--- config.mk ---
export PLATFORM = sky130hd
export DESIGN_NAME = tz80_bus_resp_flat
export DESIGN_NICKNAME = d
export VERILOG_FILES = /design/src/rtl/tz80_bus_resp_pkg.sv /design/src/rtl/tz80_bus_resp_if.sv /design/src/rtl/tz80_bus_resp.sv /design/src/flat_wrapper.sv
export SDC_FILE = /design/constraint.sdc
export NUM_CORES = 1
export LEC_CHECK = 0
export ABC_AREA = 1
export ABC_CLOCK_PERIOD_IN_PS = 1600
export CORE_ASPECT_RATIO = 2
export CORE_MARGIN = 5
export CORE_UTILIZATION = 45
export CTS_CLUSTER_DIAMETER = 60
export DETAILED_ROUTE_END_ITERATION = 16
export PLACE_DENSITY_LB_ADDON = 0.15
export SLEW_MARGIN = 20
export SYNTH_ARGS = -nofsm -noshare
export SYNTH_HDL_FRONTEND = slang
export SYNTH_SLANG_ARGS = --single-unit
--- constraint.sdc ---
create_clock -name clock -period 1.6 [get_ports clock]
set_input_delay 0.32 -clock clock [delete_from_list [all_inputs] [get_ports clock]]
set_output_delay 0.32 -clock clock [all_outputs]
set_load 0.03 [all_outputs]
--- src/rtl/tz80_bus_resp_pkg.sv ---
// Shared types and defaults for the tz80 bus responder: FSM state encoding,
// the fill byte returned on an I/O timeout, and the default I/O window/timeout.
package tz80_bus_pkg;

   typedef enum logic [1:0] {
      IDLE    = 2'd0,
      RAM_RD  = 2'd1,
      IO_WAIT = 2'd2,
      IO_DONE = 2'd3
   } tz80_state_e;

   localparam logic [7:0] TZ80_IO_FILL    = 8'hFF;
   localparam logic [7:0] TZ80_IO_PAGE    = 8'hFF;
   localparam int         TZ80_IO_TIMEOUT = 64;

   function automatic logic isIoAddr(input logic [15:0] addr, input logic [7:0] page);
      return addr[15:8] == page;
   endfunction

endpackage

--- src/rtl/tz80_bus_resp_if.sv ---
// CPU side of the tz80 bus: the core drives address/data/strobe and the
// responder returns read data plus the cycle-complete flag.
interface tz80_bus_resp_if;

   logic [15:0] address;
   logic [7:0]  wdata;
   logic        we;
   logic [7:0]  rdata;
   logic        locked;

   modport master (output address, wdata, we, input rdata, locked);
   modport slave  (input address, wdata, we, output rdata, locked);

endinterface

--- src/rtl/tz80_bus_resp.sv ---
// Memory/I-O responder for the tz80 core: block-RAM reads behind a one-entry
// hold register, zero-wait writes, and one paged peripheral window with timeout.
module tz80_bus_resp
   import tz80_bus_pkg::*;
#(
   parameter logic [7:0] IO_PAGE    = TZ80_IO_PAGE,
   parameter int         IO_TIMEOUT = TZ80_IO_TIMEOUT
) (
   input  logic            clock,
   input  logic            resetn,
   tz80_bus_resp_if.slave  cpu,
   output logic [15:0]     ram_addr,
   output logic [7:0]      ram_wdata,
   output logic            ram_we,
   input  logic [7:0]      ram_rdata,
   output logic            io_req,
   output logic            io_we,
   output logic [7:0]      io_addr,
   output logic [7:0]      io_wdata,
   input  logic [7:0]      io_rdata,
   input  logic            io_ack,
   output logic            io_fault
);

   localparam logic [1:0] S_IDLE    = IDLE;
   localparam logic [1:0] S_RAM_RD  = RAM_RD;
   localparam logic [1:0] S_IO_WAIT = IO_WAIT;
   localparam logic [1:0] S_IO_DONE = IO_DONE;
   localparam int         TW        = $clog2(IO_TIMEOUT + 1);

   logic [1:0]    r_state;
   logic [15:0]   r_pendAddr;
   logic [7:0]    r_holdData;
   logic [15:0]   r_holdTag;
   logic          r_holdValid;
   logic          r_ioReq;
   logic          r_ioWe;
   logic [7:0]    r_ioAddr;
   logic [7:0]    r_ioWdata;
   logic [7:0]    r_ioData;
   logic          r_ioFault;
   logic [TW-1:0] r_timer;

   logic          w_isIo;
   logic          w_hit;
   logic          w_pendMatch;
   logic          w_locked;
   logic          w_ramWe;
   logic [7:0]    w_rdata;
   logic [TW-1:0] w_timerNext;

   assign w_isIo      = isIoAddr(cpu.address, IO_PAGE);
   assign w_hit       = r_holdValid && (cpu.address == r_holdTag);
   assign w_pendMatch = (cpu.address == r_pendAddr) && !cpu.we;
   assign w_timerNext = r_timer + TW'(1);

   // locked and rdata depend only on state, address, we and registered data
   always_comb begin
      w_locked = 1'b0;
      w_ramWe  = 1'b0;
      w_rdata  = r_holdData;
      case (r_state)
         S_IDLE: begin
            if (!w_isIo) begin
               if (cpu.we) begin
                  w_locked = 1'b1;
                  w_ramWe  = 1'b1;
               end else if (w_hit) begin
                  w_locked = 1'b1;
               end
            end
         end
         S_RAM_RD: begin
            w_rdata  = ram_rdata;
            w_locked = w_pendMatch;
         end
         S_IO_DONE: begin
            w_locked = 1'b1;
            w_rdata  = r_ioData;
         end
         default: ;
      endcase
   end

   assign cpu.locked = resetn && w_locked;
   assign cpu.rdata  = w_rdata;
   assign ram_we     = resetn && w_ramWe;
   assign ram_addr   = cpu.address;
   assign ram_wdata  = cpu.wdata;
   assign io_req     = r_ioReq;
   assign io_we      = r_ioWe;
   assign io_addr    = r_ioAddr;
   assign io_wdata   = r_ioWdata;
   assign io_fault   = r_ioFault;

   // Main FSM; a RAM_RD whose address turns into a write or an I/O access
   // falls back to IDLE so that request is decoded afresh instead of dropped.
   always_ff @(posedge clock) begin
      if (!resetn) begin
         r_state     <= S_IDLE;
         r_pendAddr  <= '0;
         r_holdData  <= '0;
         r_holdTag   <= '0;
         r_holdValid <= 1'b0;
         r_ioReq     <= 1'b0;
         r_ioWe      <= 1'b0;
         r_ioAddr    <= '0;
         r_ioWdata   <= '0;
         r_ioData    <= '0;
         r_ioFault   <= 1'b0;
         r_timer     <= '0;
      end else begin
         case (r_state)
            S_IDLE: begin
               if (w_isIo) begin
                  r_ioAddr  <= cpu.address[7:0];
                  r_ioWe    <= cpu.we;
                  r_ioWdata <= cpu.wdata;
                  r_ioReq   <= 1'b1;
                  r_timer   <= '0;
                  r_state   <= S_IO_WAIT;
               end else if (cpu.we) begin
                  if (cpu.address == r_holdTag) begin
                     r_holdData <= cpu.wdata;
                  end
               end else if (!w_hit) begin
                  r_pendAddr <= cpu.address;
                  r_state    <= S_RAM_RD;
               end
            end
            S_RAM_RD: begin
               if (w_pendMatch) begin
                  r_holdData  <= ram_rdata;
                  r_holdTag   <= r_pendAddr;
                  r_holdValid <= 1'b1;
                  r_state     <= S_IDLE;
               end else if (!w_isIo && !cpu.we) begin
                  r_pendAddr <= cpu.address;
               end else begin
                  r_state <= S_IDLE;
               end
            end
            S_IO_WAIT: begin
               if (io_ack) begin
                  r_ioReq  <= 1'b0;
                  r_ioData <= io_rdata;
                  r_state  <= S_IO_DONE;
               end else if (w_timerNext == TW'(IO_TIMEOUT)) begin
                  r_ioReq   <= 1'b0;
                  r_ioData  <= TZ80_IO_FILL;
                  r_ioFault <= 1'b1;
                  r_state   <= S_IO_DONE;
               end else begin
                  r_timer <= w_timerNext;
               end
            end
            S_IO_DONE: begin
               r_state <= S_IDLE;
            end
            default: begin
               r_state <= S_IDLE;
            end
         endcase
      end
   end

endmodule

--- src/flat_wrapper.sv ---
// flat-port wrapper written by rule: the top's interface ports become plain ports
module tz80_bus_resp_flat import tz80_bus_pkg::*;
#(
   parameter logic [7:0] IO_PAGE    = TZ80_IO_PAGE,
   parameter int         IO_TIMEOUT = TZ80_IO_TIMEOUT
)
  (clock, resetn, ram_addr, ram_wdata, ram_we, ram_rdata, io_req, io_we, io_addr, io_wdata, io_rdata, io_ack, io_fault, cpu_address, cpu_wdata, cpu_we, cpu_rdata, cpu_locked);
  tz80_bus_resp_if cpu_i ();
  input  logic clock;
  input  logic resetn;
  output logic [15:0] ram_addr;
  output logic [7:0] ram_wdata;
  output logic ram_we;
  input  logic [7:0] ram_rdata;
  output logic io_req;
  output logic io_we;
  output logic [7:0] io_addr;
  output logic [7:0] io_wdata;
  input  logic [7:0] io_rdata;
  input  logic io_ack;
  output logic io_fault;
  input wire logic [$bits(cpu_i.address)-1:0] cpu_address;
  input wire logic [$bits(cpu_i.wdata)-1:0] cpu_wdata;
  input wire logic [$bits(cpu_i.we)-1:0] cpu_we;
  output wire logic [$bits(cpu_i.rdata)-1:0] cpu_rdata;
  output wire logic [$bits(cpu_i.locked)-1:0] cpu_locked;
  assign cpu_i.address = cpu_address;
  assign cpu_i.wdata = cpu_wdata;
  assign cpu_i.we = cpu_we;
  assign cpu_rdata = cpu_i.rdata;
  assign cpu_locked = cpu_i.locked;
  tz80_bus_resp #(.IO_PAGE(IO_PAGE), .IO_TIMEOUT(IO_TIMEOUT)) u_core (.clock(clock), .resetn(resetn), .cpu(cpu_i), .ram_addr(ram_addr), .ram_wdata(ram_wdata), .ram_we(ram_we), .ram_rdata(ram_rdata), .io_req(io_req), .io_we(io_we), .io_addr(io_addr), .io_wdata(io_wdata), .io_rdata(io_rdata), .io_ack(io_ack), .io_fault(io_fault));
endmodule
Word-level counts from Yosys, hierarchy flattened
Index checks and enable logic that the tools add are counted.
{"block": "word_totals", "regBits": 77, "in_bits": 44, "out_inout_bits": 53, "word_cells": 93}
{"block": "op_classes", "n_addsub": 1, "n_eq_ne": 22, "n_mux": 37, "n_bitwise": 1, "n_reduce_logical": 20}
{"cell": "$mux W16", "count": 5}
{"cell": "$mux W8", "count": 6}
{"cell": "$eq A16 B16 Y1", "count": 2}
{"cell": "$pmux W16 S2", "count": 1}
{"cell": "$pmux W8 S2", "count": 2}
{"cell": "$mux W7", "count": 3}
{"cell": "$mux W2", "count": 7}
{"cell": "$ne A2 B2 Y1 const B", "count": 7}
{"cell": "$pmux W7 S2", "count": 1}
{"cell": "$ne A3 B2 Y1 const B", "count": 4}
{"cell": "$mux W1", "count": 9}
{"cell": "$eq A8 B8 Y1 const B", "count": 1}
{"cell": "$ne A2 B1 Y1 const B", "count": 4}
{"cell": "$pmux W2 S4", "count": 1}
{"cell": "$reduce_and A4 Y1", "count": 2}
{"cell": "$add A7 B1 Y7 const B", "count": 1}
{"cell": "$eq A7 B7 Y1 const B", "count": 1}
{"cell": "$reduce_and A2 Y1", "count": 3}
{"cell": "$reduce_and A3 Y1", "count": 2}
{"cell": "$reduce_and A6 Y1", "count": 1}
{"cell": "$reduce_bool A2 Y1", "count": 3}
{"cell": "$logic_and A1 B1 Y1", "count": 5}
{"cell": "$reduce_and A5 Y1", "count": 1}
{"cell": "$eq A2 B2 Y1 const B", "count": 2}
{"cell": "6 further kinds", "count": 7}

Logic depth before layout (Yosys ltp)
{"block": "depth", "depth_word": 7, "mapped_depth": 15}

Least setup slack after synthesis
Ideal clock, no wire load.
{"block": "synth_timing", "path_type": "register to output", "start": "register u_core.r_pendAddr[11]", "end": "output port cpu_locked", "arrival_ns": 1.691, "t_required_ns": 1.280, "slack_ns": -0.411, "path_stages_with_launch": 11, "n_path_buf": 2, "path_cell_list": "dfxtp_1 > inv_1 > nand2_1 > nand2_1 > nor2_1 > nand3_1 > nor2_1 > nand3_2 > buf_6 > buf_2 > a31oi_1"}
{"block": "synth_via", "elab_chain_len": 4}
{"element": "start, declared", "line_no": "tz80_bus_resp.sv:32", "text": "logic [15:0] r_pendAddr;"}
{"element": "start signal, assigned", "line_no": "tz80_bus_resp.sv:127", "text": "r_pendAddr <= cpu.address;"}
{"element": "start signal, assigned", "line_no": "tz80_bus_resp.sv:138", "text": "r_pendAddr <= cpu.address;"}
{"element": "$eq A16 B16 Y1", "line_no": "tz80_bus_resp.sv:54", "text": "assign w_pendMatch = (cpu.address == r_pendAddr) && !cpu.we;"}
{"element": "$logic_and A1 B1 Y1", "line_no": "tz80_bus_resp.sv:54"}
{"element": "$pmux W1 S3", "line_no": "tz80_bus_resp.sv:62", "text": "case (r_state)"}
{"element": "$logic_and A1 B1 Y1", "line_no": "tz80_bus_resp.sv:85", "text": "assign cpu.locked = resetn && w_locked;"}
{"element": "end, declared", "line_no": "flat_wrapper.sv:26", "text": "output wire logic [$bits(cpu_i.locked)-1:0] cpu_locked;"}
No other way between the ends.

Worst setup path in the final report
{"block": "layout_timing", "start": "register u_core.r_holdTag[0]", "end": "output port cpu_locked"}
{"block": "layout_via", "elab_chain_len": 7}
{"element": "start, declared", "line_no": "tz80_bus_resp.sv:34", "text": "logic [15:0] r_holdTag;"}
{"element": "start signal, assigned", "line_no": "tz80_bus_resp.sv:134", "text": "r_holdTag <= r_pendAddr;"}
{"element": "$eq A16 B16 Y1", "line_no": "tz80_bus_resp.sv:53", "text": "assign w_hit = r_holdValid && (cpu.address == r_holdTag);"}
{"element": "$logic_and A1 B1 Y1", "line_no": "tz80_bus_resp.sv:53"}
{"element": "$mux W1", "line_no": "tz80_bus_resp.sv:68", "text": "end else if (w_hit) begin"}
{"element": "$mux W1", "line_no": "tz80_bus_resp.sv:65", "text": "if (cpu.we) begin"}
{"element": "$mux W1", "line_no": "tz80_bus_resp.sv:64", "text": "if (!w_isIo) begin"}
{"element": "$pmux W1 S3", "line_no": "tz80_bus_resp.sv:62"}
{"element": "$logic_and A1 B1 Y1", "line_no": "tz80_bus_resp.sv:85"}
No other way between the ends.

==> results.rst <==
.. list-table::
   :header-rows: 1

   * - Metric
     - Value
   * - Worst path setup slack after routing
     - -592.1 ps
   * - Violations in the final reports
     - setup timing
   * - Internal portion of total power
     - 4.918 mW
   * - Clock latency of the later-clocked register in the worst-skew pair
     - 330 ps
   * - Wire length of the first global-routing pass
     - 22.99 mm
   * - Number of search-and-repair iterations in the first detailed-routing pass
     - 6
   * - Capturing point of the worst reg2reg path
     - u_core.r_pendAddr[14]$_SDFFE_PN0P_
   * - Layout cell share with drive strength beyond 1
     - 0.4403
   * - Maximum number of pins on one net before global-route repair
     - 23
   * - Antenna violation net count after detailed routing
     - 0
   * - Quantity of I/O buffers inserted on ports
     - between 90 and 100
   * - Initial core utilization
     - 0.4596
   * - Endpoint type of the worst setup path
     - output port
   * - Post-detailed-routing wire length
     - roughly 16 mm
   * - Share of total power in sequential cells
     - 0.298
   * - Final slew viol count
     - 0
   * - Worst-Margin Slew
     - 417.3 ps
   * - Initial drt markers
     - about 350
   * - Standard cell area after detailed placement
     - 0.005443 sq mm
   * - Post-synthesis cell type count
     - 30
   * - Final hold violation count
     - 0
   * - Worst slack at placement
     - -784.3 ps
   * - Final HPWL DP
     - between 9 and 10 mm
   * - Final Core Density
     - 0.7765
   * - Upper clock frequency limit
     - 456.2 MHz
   * - Final period util
     - 1.370
   * - Layout overhead on the synthesized area
     - 68.95%
   * - Count of endpoints failing setup in the final report
     - slightly below 70
   * - Width of the die
     - approximately 78 um
   * - Reg2Reg Launch Point
     - u_core.r_pendAddr[3]$_SDFFE_PN0P_
   * - Area of the die
     - around 0.011 sq mm
   * - Average size of a mapped cell
     - between 6 and 7 sq um
   * - Max Fanout on Critical Path
     - 2
   * - Maximum VDD drop
     - roughly 1.1 mV
   * - Overall via count from detail_route
     - 4963
   * - Worst reg2reg path depth
     - 15
   * - Site row count
     - 49
   * - WS Path Type
     - flop to output port
   * - Leakage component of the power
     - approximately 3.3 nW
   * - Detailed-route vias per instance
     - 5.325
   * - Number of buffers created by CTS
     - 9
   * - Number of levels the H-tree was split into
     - 3
   * - Number of remaining DRC errors
     - 0
   * - Number of antenna violations at the first check in global routing
     - 1
   * - Gr ovfl total
     - 0
   * - Vias in the first global route
     - around 4800
   * - Clock tree from TritonCTS
     - done
   * - Sw power
     - about 3.1 mW
   * - Total number of clock tree sinks
     - slightly below 80
   * - Overall track demand over capacity in global routing
     - 0.2517
   * - Clock period minus worst slack
     - 2192 ps
   * - Cell chosen for the clock root
     - sky130_fd_sc_hd__clkbuf_16
   * - Worst slew margin relative to its limit
     - 0.7218
   * - Per-cell routed wire length
     - approximately 17 um
   * - Type of origin of the critical path
     - flop
   * - Gpl congestion
     - 0.8882
   * - Core Box Area
     - about 0.0090 sq mm
   * - FF-to-FF setup slack
     - -380 ps
   * - Layout Nets
     - about 870
   * - Clock share of power
     - 0.253
   * - Number of warnings issued by yosys
     - 0
   * - Die boundary height
     - 145.2 um
   * - Worst path required time
     - about 1300 ps
   * - Count of state elements after synthesis
     - 77
   * - Post-Syn Area
     - between 0.004 and 0.005 sq mm
   * - Fillers
     - a little under 600
   * - Syn nets
     - between 600 and 700
   * - Power per cell area
     - about 1200 mW/mm^2
   * - Total I/O pin count
     - 97
   * - Fraction of power consumed by combinational cells
     - 0.449
   * - Fin Clk Skew
     - approximately 9.9 ps
   * - Beginning of the critical path
     - u_core.r_holdTag[0]$_SDFFE_PN0P_
   * - Portion of the post-synthesis area used by sequential elements
     - 0.3747
   * - Type of the most critical hold path
     - input pin to flop
   * - RSZ-0062 raised after global routing
     - yes
   * - Maximum buffer depth of the clock tree
     - 2
   * - Status
     - finished, violations left
   * - Post-route standard cell area excluding fillers
     - about 0.0070 sq mm
   * - Crit path capture
     - cpu_locked
   * - Data arrival time of the critical path
     - around 1900 ps
   * - Switching share of power
     - 0.3853
   * - Max-cap violations
     - 0
   * - Clock slew seen by the registers of the worst setup and hold paths
     - about 60 ps
   * - Cells after Synth
     - between 600 and 700
-- sequential cells by signal, indices dropped and copies added (netlist names) --
| name | count |
|---|---|
| u_core.r_holdTag | 16 |
| u_core.r_pendAddr | 16 |
| u_core.io_addr | 8 |
| u_core.io_wdata | 8 |
| u_core.r_holdData | 8 |
| u_core.r_ioData | 8 |
| u_core.r_timer | 7 |
| u_core.r_state | 2 |
| u_core.io_fault | 1 |
| u_core.io_req | 1 |
| u_core.io_we | 1 |
| u_core.r_holdValid | 1 |
-- worst min-delay path by stage --
| stage | cells past startpoint | slack, ps | to | startpoint |
|---|---|---|---|---|
| global placement | 2 | 450 | u_core.io_addr[5]$_SDFFE_PN0P_ | u_core.io_addr[5]$_SDFFE_PN0P_ |
| global route | 4 | 420 | u_core.r_pendAddr[2]$_SDFFE_PN0P_ | cpu_address[2] |
| CTS | 3 | 460 | u_core.r_pendAddr[10]$_SDFFE_PN0P_ | cpu_address[10] |
| detailed placement | 2 | 460 | u_core.io_addr[5]$_SDFFE_PN0P_ | u_core.io_addr[5]$_SDFFE_PN0P_ |
| floorplan | 2 | 440 | u_core.r_holdTag[15]$_SDFFE_PN0P_ | u_core.r_holdTag[15]$_SDFFE_PN0P_ |
| finish | 4 | 380 | u_core.r_pendAddr[2]$_SDFFE_PN0P_ | cpu_address[2] |
-- layer usage --
layer	vias up	wire length [um]	GRT usage
met2	220	8871	0.4657
met3	80	791	0.04467
met4	0	896	0.1377
li1	2351	-	-
met5	-	0	0
met1	2312	5337	0.2559
-- what timing repair did --
item / 4_1_cts / 5_1_grt
cloned: 6 / 0
gates resized for setup: 202 / 107
setup endpoints to repair: 104 / 86
hold buffers: 0 / 0
buffers inserted: 29 / 17
pin swaps: 43 / 34
-- cell usage after synthesis --
library cell               count  area (sq um)
sky130_fd_sc_hd__a21oi_1      50         250.2
sky130_fd_sc_hd__a21oi_2       5         43.79
sky130_fd_sc_hd__a31oi_1       1         6.260
sky130_fd_sc_hd__buf_2         6         30.03
sky130_fd_sc_hd__buf_4        24         180.2
sky130_fd_sc_hd__buf_6         2         22.52
sky130_fd_sc_hd__buf_8         1         15.01
sky130_fd_sc_hd__clkbuf_1     11         41.29
sky130_fd_sc_hd__clkinv_1      1         3.750
sky130_fd_sc_hd__clkinv_2      1         5.000
sky130_fd_sc_hd__dfxtp_1      77          1541
sky130_fd_sc_hd__ha_1          1         12.51
sky130_fd_sc_hd__inv_1        72         270.3
sky130_fd_sc_hd__inv_2        13         48.80
sky130_fd_sc_hd__nand2_1     198         743.2
sky130_fd_sc_hd__nand2_2       9         56.30
sky130_fd_sc_hd__nand2_4       1         11.26
sky130_fd_sc_hd__nand3_1      28         140.1
sky130_fd_sc_hd__nand3_2       2         20.02
sky130_fd_sc_hd__nand3_4       1         17.52
sky130_fd_sc_hd__nand4_1       6         37.54
sky130_fd_sc_hd__nor2_1       74         277.8
sky130_fd_sc_hd__nor2_2        3         18.77
sky130_fd_sc_hd__nor3_1        4         20.02
sky130_fd_sc_hd__o211ai_1      8         60.06
sky130_fd_sc_hd__o21ai_0      31         155.2
sky130_fd_sc_hd__o21ai_1       3         15.01
sky130_fd_sc_hd__o21ai_2       1         8.760
sky130_fd_sc_hd__xnor2_1       5         43.79
sky130_fd_sc_hd__xor2_1        2         17.52
-- through the flow --
stage                     hold WS, ps  power (mW)  setup TNS (ps)  instances
after detailed placement        455.7       4.877          -42610        866
final                           384.2       8.001          -17710        932
after floorplan                 443.6       3.923          -55.83        641
after CTS                       458.6       7.630           -7516        916
after global routing            416.1       8.374          -23700        932
after global placement          451.3       4.828          -40620        866
-- power by group through the flow --
stage | Combinational, mW | Sequential [mW] | Clock (mW)
final | 3.59 | 2.38 | 2.03
after detailed placement | 2.53 | 2.34 | 0
after CTS | 3.24 | 2.34 | 2.05
after floorplan | 1.62 | 2.30 | 0
after global routing | 3.84 | 2.40 | 2.13
after global placement | 2.50 | 2.33 | 0
-- logic make-up (layout without fill, tap and decap cells) --
| kind of cell | Yosys count | in the layout | synth area share |
|---|---|---|---|
| simple gates | 326 | 327 | 0.3263 |
| buf+inv | 131 | 318 | 0.1499 |
| compound gates | 99 | 99 | 0.1311 |
| other cells | 0 | 1 | 0 |
| fa+ha+maj | 1 | 1 | 0.003041 |
| xor+xnor | 7 | 7 | 0.01490 |
| flops | 77 | 77 | 0.3747 |
-- critical path: stages (launching register included) --
cell	delay (ps)
sky130_fd_sc_hd__dfxtp_1	370
sky130_fd_sc_hd__inv_1	90
sky130_fd_sc_hd__nand2_1	80
sky130_fd_sc_hd__nand2_1	60
sky130_fd_sc_hd__nor2_1	130
sky130_fd_sc_hd__nand2_2	90
sky130_fd_sc_hd__nor2_4	150
sky130_fd_sc_hd__nand3_2	110
sky130_fd_sc_hd__nand2_2	100
sky130_fd_sc_hd__nand2_4	70
sky130_fd_sc_hd__a31oi_4	150
sky130_fd_sc_hd__buf_6	150
-- cell usage in the layout (no fill, tap or decap), types with 25 or more instances in the layout --
cell type                           n
sky130_fd_sc_hd__dlygate4sd2_1     29
sky130_fd_sc_hd__nand2_1          150
sky130_fd_sc_hd__nand2_2           40
sky130_fd_sc_hd__dfxtp_1           53
sky130_fd_sc_hd__clkdlybuf4s50_1   26
sky130_fd_sc_hd__a21oi_1           39
sky130_fd_sc_hd__inv_1             56
sky130_fd_sc_hd__inv_2             25
sky130_fd_sc_hd__nor2_1            54
sky130_fd_sc_hd__buf_4            122
-- cell type report --
cell class	instances	area, sq um	area share
timing repair buffer	215	1999	0.2877
sequential	77	1587	0.2283
clock buffer	15	257.7	0.03708
clock inverter	1	30.03	0.004320
antenna	1	2.502	0.0003600
inverter	87	357.8	0.05149
tap	102	127.6	0.01836
multi-input combinational	434	2589	0.3725
(Power assumes the default switching activity.)
